File: src/rtl/sevenseg_matrix_scanner_if.sv
// Load handshake bundle for the seven-segment matrix scanner.
// The master presents active-low segment data, the scanner accepts it.
interface sevenseg_matrix_scanner_if #(
  parameter int DIGITS = 1
);
  logic [8*DIGITS-1:0] seg_in;
  logic                load_valid;
  logic                load_ready;

  modport master (
    output seg_in,
    output load_valid,
    input  load_ready
  );

  modport slave (
    input  seg_in,
    input  load_valid,
    output load_ready
  );
endinterface

File: src/rtl/sevenseg_matrix_scanner.sv
// Seven-segment to LED-matrix column scanner with tear-free loads and PWM.
// Optional macro SEVENSEG_DP_EN routes dp to row 7 of each digit's column 3.
module sevenseg_matrix_scanner #(
  parameter int DIGITS     = 1,
  parameter int PRESCALE_W = 11
) (
  input  logic                  clk,
  input  logic                  rst_n,
  sevenseg_matrix_scanner_if.slave load,
  input  logic [3:0]            bright,
  input  logic                  en,
  output logic [7:0]            io_out,
  output logic [4*DIGITS-1:0]   io_col,
  output logic                  frame_start
);
  localparam int NCOL = 4 * DIGITS;
  localparam int CW   = $clog2(NCOL);
  localparam logic [CW-1:0] LAST = CW'(NCOL - 1);

  logic [PRESCALE_W-1:0] presc;
  logic [CW-1:0]         col_idx;
  logic [8*DIGITS-1:0]   disp;
  logic [8*DIGITS-1:0]   pend;
  logic                  pend_full;
  logic                  wrap;
  logic                  boundary;
  logic                  accept;
  logic                  lit;
  logic [CW-1:0]         digit;
  logic [7:0]            seg;
  logic [7:0]            rows;
  logic [NCOL-1:0]       col_n;

  assign wrap     = &presc;
  assign boundary = wrap && (col_idx == LAST);

  assign load.load_ready = !pend_full;
  assign accept = load.load_valid && !pend_full;

  // Top four prescaler bits split the slot into 16 PWM steps.
  assign lit = en && (presc[PRESCALE_W-1 -: 4] <= bright);

  assign digit = col_idx >> 2;
  assign seg   = 8'(disp >> {digit, 3'b000});
  assign col_n = ~(NCOL'(1) << col_idx);

`ifndef SEVENSEG_DP_EN
  logic unused_dp;
  assign unused_dp = seg[7];
`endif

  // Row pattern for the current local column; segments and rows share polarity.
  always_comb begin
    rows = 8'hFF;
    unique case (col_idx[1:0])
      2'd0: begin
        rows[1] = seg[5];
        rows[2] = seg[5];
        rows[4] = seg[4];
        rows[5] = seg[4];
      end
      2'd3: begin
        rows[1] = seg[1];
        rows[2] = seg[1];
        rows[4] = seg[2];
        rows[5] = seg[2];
`ifdef SEVENSEG_DP_EN
        rows[7] = seg[7];
`endif
      end
      default: begin
        rows[0] = seg[0];
        rows[3] = seg[6];
        rows[6] = seg[3];
      end
    endcase
  end

  // Free-running prescaler; column advances on each prescaler wrap.
  always_ff @(posedge clk) begin
    if (!rst_n) begin
      presc   <= '0;
      col_idx <= '0;
    end else begin
      presc <= presc + 1'b1;
      if (wrap) begin
        if (col_idx == LAST) col_idx <= '0;
        else                 col_idx <= col_idx + 1'b1;
      end
    end
  end

  // Double buffer: pending swaps into display only at the frame boundary.
  always_ff @(posedge clk) begin
    if (!rst_n) begin
      disp      <= '1;
      pend      <= '1;
      pend_full <= 1'b0;
    end else if (boundary && pend_full) begin
      disp      <= pend;
      pend_full <= 1'b0;
    end else if (accept) begin
      pend      <= load.seg_in;
      pend_full <= 1'b1;
    end
  end

  // Registered pin drive and frame marker, one cycle behind scan state.
  always_ff @(posedge clk) begin
    if (!rst_n) begin
      io_out      <= 8'hFF;
      io_col      <= '1;
      frame_start <= 1'b0;
    end else begin
      io_out      <= lit ? rows : 8'hFF;
      io_col      <= lit ? col_n : '1;
      frame_start <= (presc == '0) && (col_idx == '0);
    end
  end
endmodule
File: src/flat_wrapper.sv
// flat-port wrapper written by rule: the top's interface ports become plain ports
module sevenseg_matrix_scanner_flat 
#(
  parameter int DIGITS     = 1,
  parameter int PRESCALE_W = 11
)
  (clk, rst_n, bright, en, io_out, io_col, frame_start, load_seg_in, load_load_valid, load_load_ready);
  sevenseg_matrix_scanner_if #(.DIGITS(DIGITS)) load_i ();
  input  logic clk;
  input  logic rst_n;
  input  logic [3:0] bright;
  input  logic en;
  output logic [7:0] io_out;
  output logic [4*DIGITS-1:0] io_col;
  output logic frame_start;
  input wire logic [$bits(load_i.seg_in)-1:0] load_seg_in;
  input wire logic [$bits(load_i.load_valid)-1:0] load_load_valid;
  output wire logic [$bits(load_i.load_ready)-1:0] load_load_ready;
  assign load_i.seg_in = load_seg_in;
  assign load_i.load_valid = load_load_valid;
  assign load_load_ready = load_i.load_ready;
  sevenseg_matrix_scanner #(.DIGITS(DIGITS), .PRESCALE_W(PRESCALE_W)) u_core (.clk(clk), .rst_n(rst_n), .load(load_i), .bright(bright), .en(en), .io_out(io_out), .io_col(io_col), .frame_start(frame_start));
endmodule
File: config.mk
export PLATFORM = sky130hd
export DESIGN_NAME = sevenseg_matrix_scanner_flat
export DESIGN_NICKNAME = d
export VERILOG_FILES = /design/src/rtl/sevenseg_matrix_scanner_if.sv /design/src/rtl/sevenseg_matrix_scanner.sv /design/src/flat_wrapper.sv
export SDC_FILE = /design/constraint.sdc
export NUM_CORES = 1
export LEC_CHECK = 0
export CAP_MARGIN = 20
export CELL_PAD_IN_SITES_DETAIL_PLACEMENT = 1
export CELL_PAD_IN_SITES_GLOBAL_PLACEMENT = 1
export CORE_MARGIN = 2
export CORE_UTILIZATION = 35
export CTS_CLUSTER_DIAMETER = 150
export DETAILED_ROUTE_END_ITERATION = 16
export GPL_ROUTABILITY_DRIVEN = 0
export PLACE_DENSITY = 0.72
export SYNTH_ARGS = -nofsm -noshare
export SYNTH_HDL_FRONTEND = slang
export SYNTH_SLANG_ARGS = --single-unit
File: constraint.sdc
create_clock -name clk -period 1.77 [get_ports clk]
set_input_delay 0.2655 -clock clk [delete_from_list [all_inputs] [get_ports clk]]
set_output_delay 0.2655 -clock clk [all_outputs]
set_load 0.05 [all_outputs]
==> results.py <==
metrics = {
    "setup_path": {
        "crit_family": "buffers and inverters",
        "r2r_start": "u_core.presc[1]$_SDFF_PN0_",
        "r2r_cells": 6,
        "r2r_end": "u_core.disp[6]$_SDFFE_PN1P_",
        "cp_slowest_cell": "clkdlybuf4s50_1",
        "crit_required_ps": 1500,
        "crit_fanout": 2,
        "slowest_delay_ps": 800,
        "ff2ff_setup_slack_ps": 170,
        "critical_path_class": "register to primary output",
        "path_depth": 1,
        "critical_path_arrival_ps": 1430,
        "timing.critical_path.from_type": "register",
        "critPathBufInv": 1,
        "critPathCaptureType": "primary output",
        "crit_chain": "clkdlybuf4s50_1",
    },
    "floorplanning": {
        "die-area_um2": 5240,
        "die_w_um": 72.4,
        "rows": 24,
        "io_pins": 30,
        "initial_core_util_pct": 37.0,
        "core-area_um2": 4410,
        "die_h_um": 72.4,
    },
    "logic_synthesis": {
        "async_reset_ff_share_pct": 0,
        "synth_fp_nets": 201,
        "synth_seq_area_share_pct": 46.5,
        "synth_edf_count": 0,
        "synthTopCellsByArea": "dfxtp_1 (47%), ha_1 (7.7%), nand2_1 (6.4%)",
        "avgSynthCellArea_um2": 9.34,
        "synth_warnings": 0,
        "synthDistinctLibCells": 32,
        "syn_inst": 175,
        "synth-seq-cells": 38,
        "synth_top_cell_area_share_pct": 46.5,
        "syn_area_um2": 1640,
        "synth_top_area_cell": "dfxtp_1",
        "ys_dominant_reg_cell": "dfxtp_1",
    },
    "min_path": {
        "whs_endpoint": "u_core.pend[2]$_SDFFE_PN1P_",
        "hp-start": "u_core.pend[2]$_SDFFE_PN1P_",
        "hp-class": "register to register",
        "whs_path_depth": 2,
    },
    "cells_and_area": {
        "final_area_um2": 2130,
        "mostFrequentLayoutCells": "dfxtp_1 (37), nand2_1 (28), clkdlybuf4s50_1 (24), inv_1 (12), nand3_1 (10)",
        "fin_util_pct": 48.3,
        "layout.cells.most_common": "dfxtp_1",
        "antennaDiodeCount": 0,
        "syn_to_final_growth_pct": 30.5,
        "drive_gt1_share_pct": 10.5,
        "fin_nets": 235,
    },
    "sta": {
        "setup_viol": 0,
        "fmax_mhz": 592,
        "final.period_utilization_pct": 95.5,
        "fin_skew_ps": 6.52,
        "fin_crit_ps": 1690,
        "slew_viol_final": 0,
        "rsz0062_at_grt": "false",
        "finalWorstSetupSlack_ps": 79.5,
        "relSlewSlack_pct": 65.7,
        "finalHoldViolations": 0,
        "tightest_slew_ps": 514,
    },
    "clock_network": {
        "cts.path.max_buffers": 2,
        "cts-htree-levels": 2,
        "cts_root_buf": "clkbuf_8",
        "clock-sinks": 38,
        "worstSkewPairLatency_ps": 290,
        "cts_buffers": 5,
        "cts_tree": "yes",
        "clk_pin_slew_ps": 80,
    },
    "drt": {
        "drcViolationCount": 0,
        "drt-vias-per-instance": 5.00,
        "firstDrtPassIters": 3,
        "drt_iter0_markers": 34,
        "num_vias": 1310,
        "ant_nets": 0,
        "wirelength_um": 3700,
        "wl_per_cell_um": 14.1,
    },
    "global_routing": {
        "grt_pass1_wl_um": 6490,
        "grt-ovfl-total": 0,
        "gr-usage-all-layers_pct": 16.3,
        "grt_pass1_vias": 1370,
        "grt_max_degree": 16,
        "antenna_found_initial": 0,
    },
    "place": {
        "place_worst_setup_slack_ps": -118,
        "placed_area_um2": 1980,
        "dp_hpwl_um": 2910,
        "portBuffers": 27,
    },
    "flow_run": {
        "drv_cap": 0,
    },
    "power_and_ir_drop": {
        "peakVddDrop_v": 0.000449,
        "leakage_nw": 0.857,
        "power_density_nw_per_um2": 913,
    },
    "status": {
        "status": "finished clean",
    },
}
==> what timing repair did <==
action,CTS,global route
gates resized for setup,0,4
setup endpoints to repair,0,10
hold buffers,0,0
hold endpoints to repair,0,0
setup buffers,0,0
==> sequential cells by signal, indices dropped and copies added (netlist names) <==
register            count
u_core.col_idx          2
u_core.disp             7
u_core.frame_start      1
u_core.io_col           4
u_core.io_out           5
u_core.pend             7
u_core.pend_full        1
u_core.presc           11
==> Yosys cell counts, types with 3 or more instances <==
cell type,number
clkbuf_1,3
nor4b_1,3
mux2i_1,9
and2_1,9
nor3b_1,3
xor2_1,4
nand3_1,10
nor3_1,3
buf_4,3
nor2b_1,4
dfxtp_1,38
ha_1,10
o21ai_0,6
xnor2_1,3
nor2_1,4
inv_1,12
o211ai_1,6
nand2_1,28
==> worst register-to-register path: cells and delay by family (launching register included) <==
family	cells	cell delay [ps]
adder cells (fa/ha/maj)	1	210
buffers and inverters	1	190
multiplexers	1	220
flip-flops	1	360
AND/OR/NAND/NOR	3	520
==> how the worst max path moves through the flow <==
stage	endpoint	slack (ps)	startpoint
finish	io_out[2]	80	u_core.io_out[2]$_SDFF_PN1_
detailed placement	u_core.io_col[1]$_SDFF_PN1_	-120	bright[1]
global placement	u_core.io_col[1]$_SDFF_PN1_	-20	bright[1]
CTS	io_out[4]	50	u_core.io_out[4]$_SDFF_PN1_
floorplan	u_core.disp[0]$_SDFFE_PN1P_	100	u_core.presc[0]$_SDFF_PN0_
global route	io_out[2]	10	u_core.io_out[2]$_SDFF_PN1_
==> where the power goes <==
part / internal [mW] / leakage [nW] / switching [mW] / total, mW
logic: 0.0683 / 0.475 / 0.0780 / 0.146
registers: 0.879 / 0.310 / 0.0171 / 0.896
clock network: 0.601 / 0.0714 / 0.305 / 0.906
total: 1.55 / 0.857 / 0.400 / 1.95
==> routing by layer <==
metal / GRT usage (%) / wire length (um)
met2: 28.4 / 1870
met4: 6.29 / 46
met1: 18.9 / 1640
met3: 4.17 / 148
met5: 0 / 0
==> stage by stage <==
step	setup TNS [ps]	hold WS [ps]	total power [mW]	std cells
6_report	0	479	1.95	262
2_1_floorplan	0	390	0.994	175
3_5_place_dp	-861	468	1.06	254
5_1_grt	0	511	2.03	262
3_3_place_gp	-88.6	456	1.05	254
4_1_cts	0	484	1.97	262
==> cell families (layout without fill, tap and decap cells) <==
group	Yosys count	after routing	synth area share, %
AO/OA/AOI/OAI	18	18	7.34
XOR/XNOR	7	7	3.75
adder cells (fa/ha/maj)	10	10	7.65
buffers and inverters	19	54	5.05
flip-flops	38	38	46.5
multiplexers	9	9	5.51
other	1	1	0.229
AND/OR/NAND/NOR	73	73	23.9
==> layout make-up <==
cell class,instances,area (um2)
tap,52,65.1
clock inverter,2,60.1
clock buffer,6,82.6
multi-input combinational,118,795
timing repair buffer,34,324
sequential,38,762
inverter,12,45.0
fill,520,2280
No activity file was read; power rests on OpenSTA's default activity.
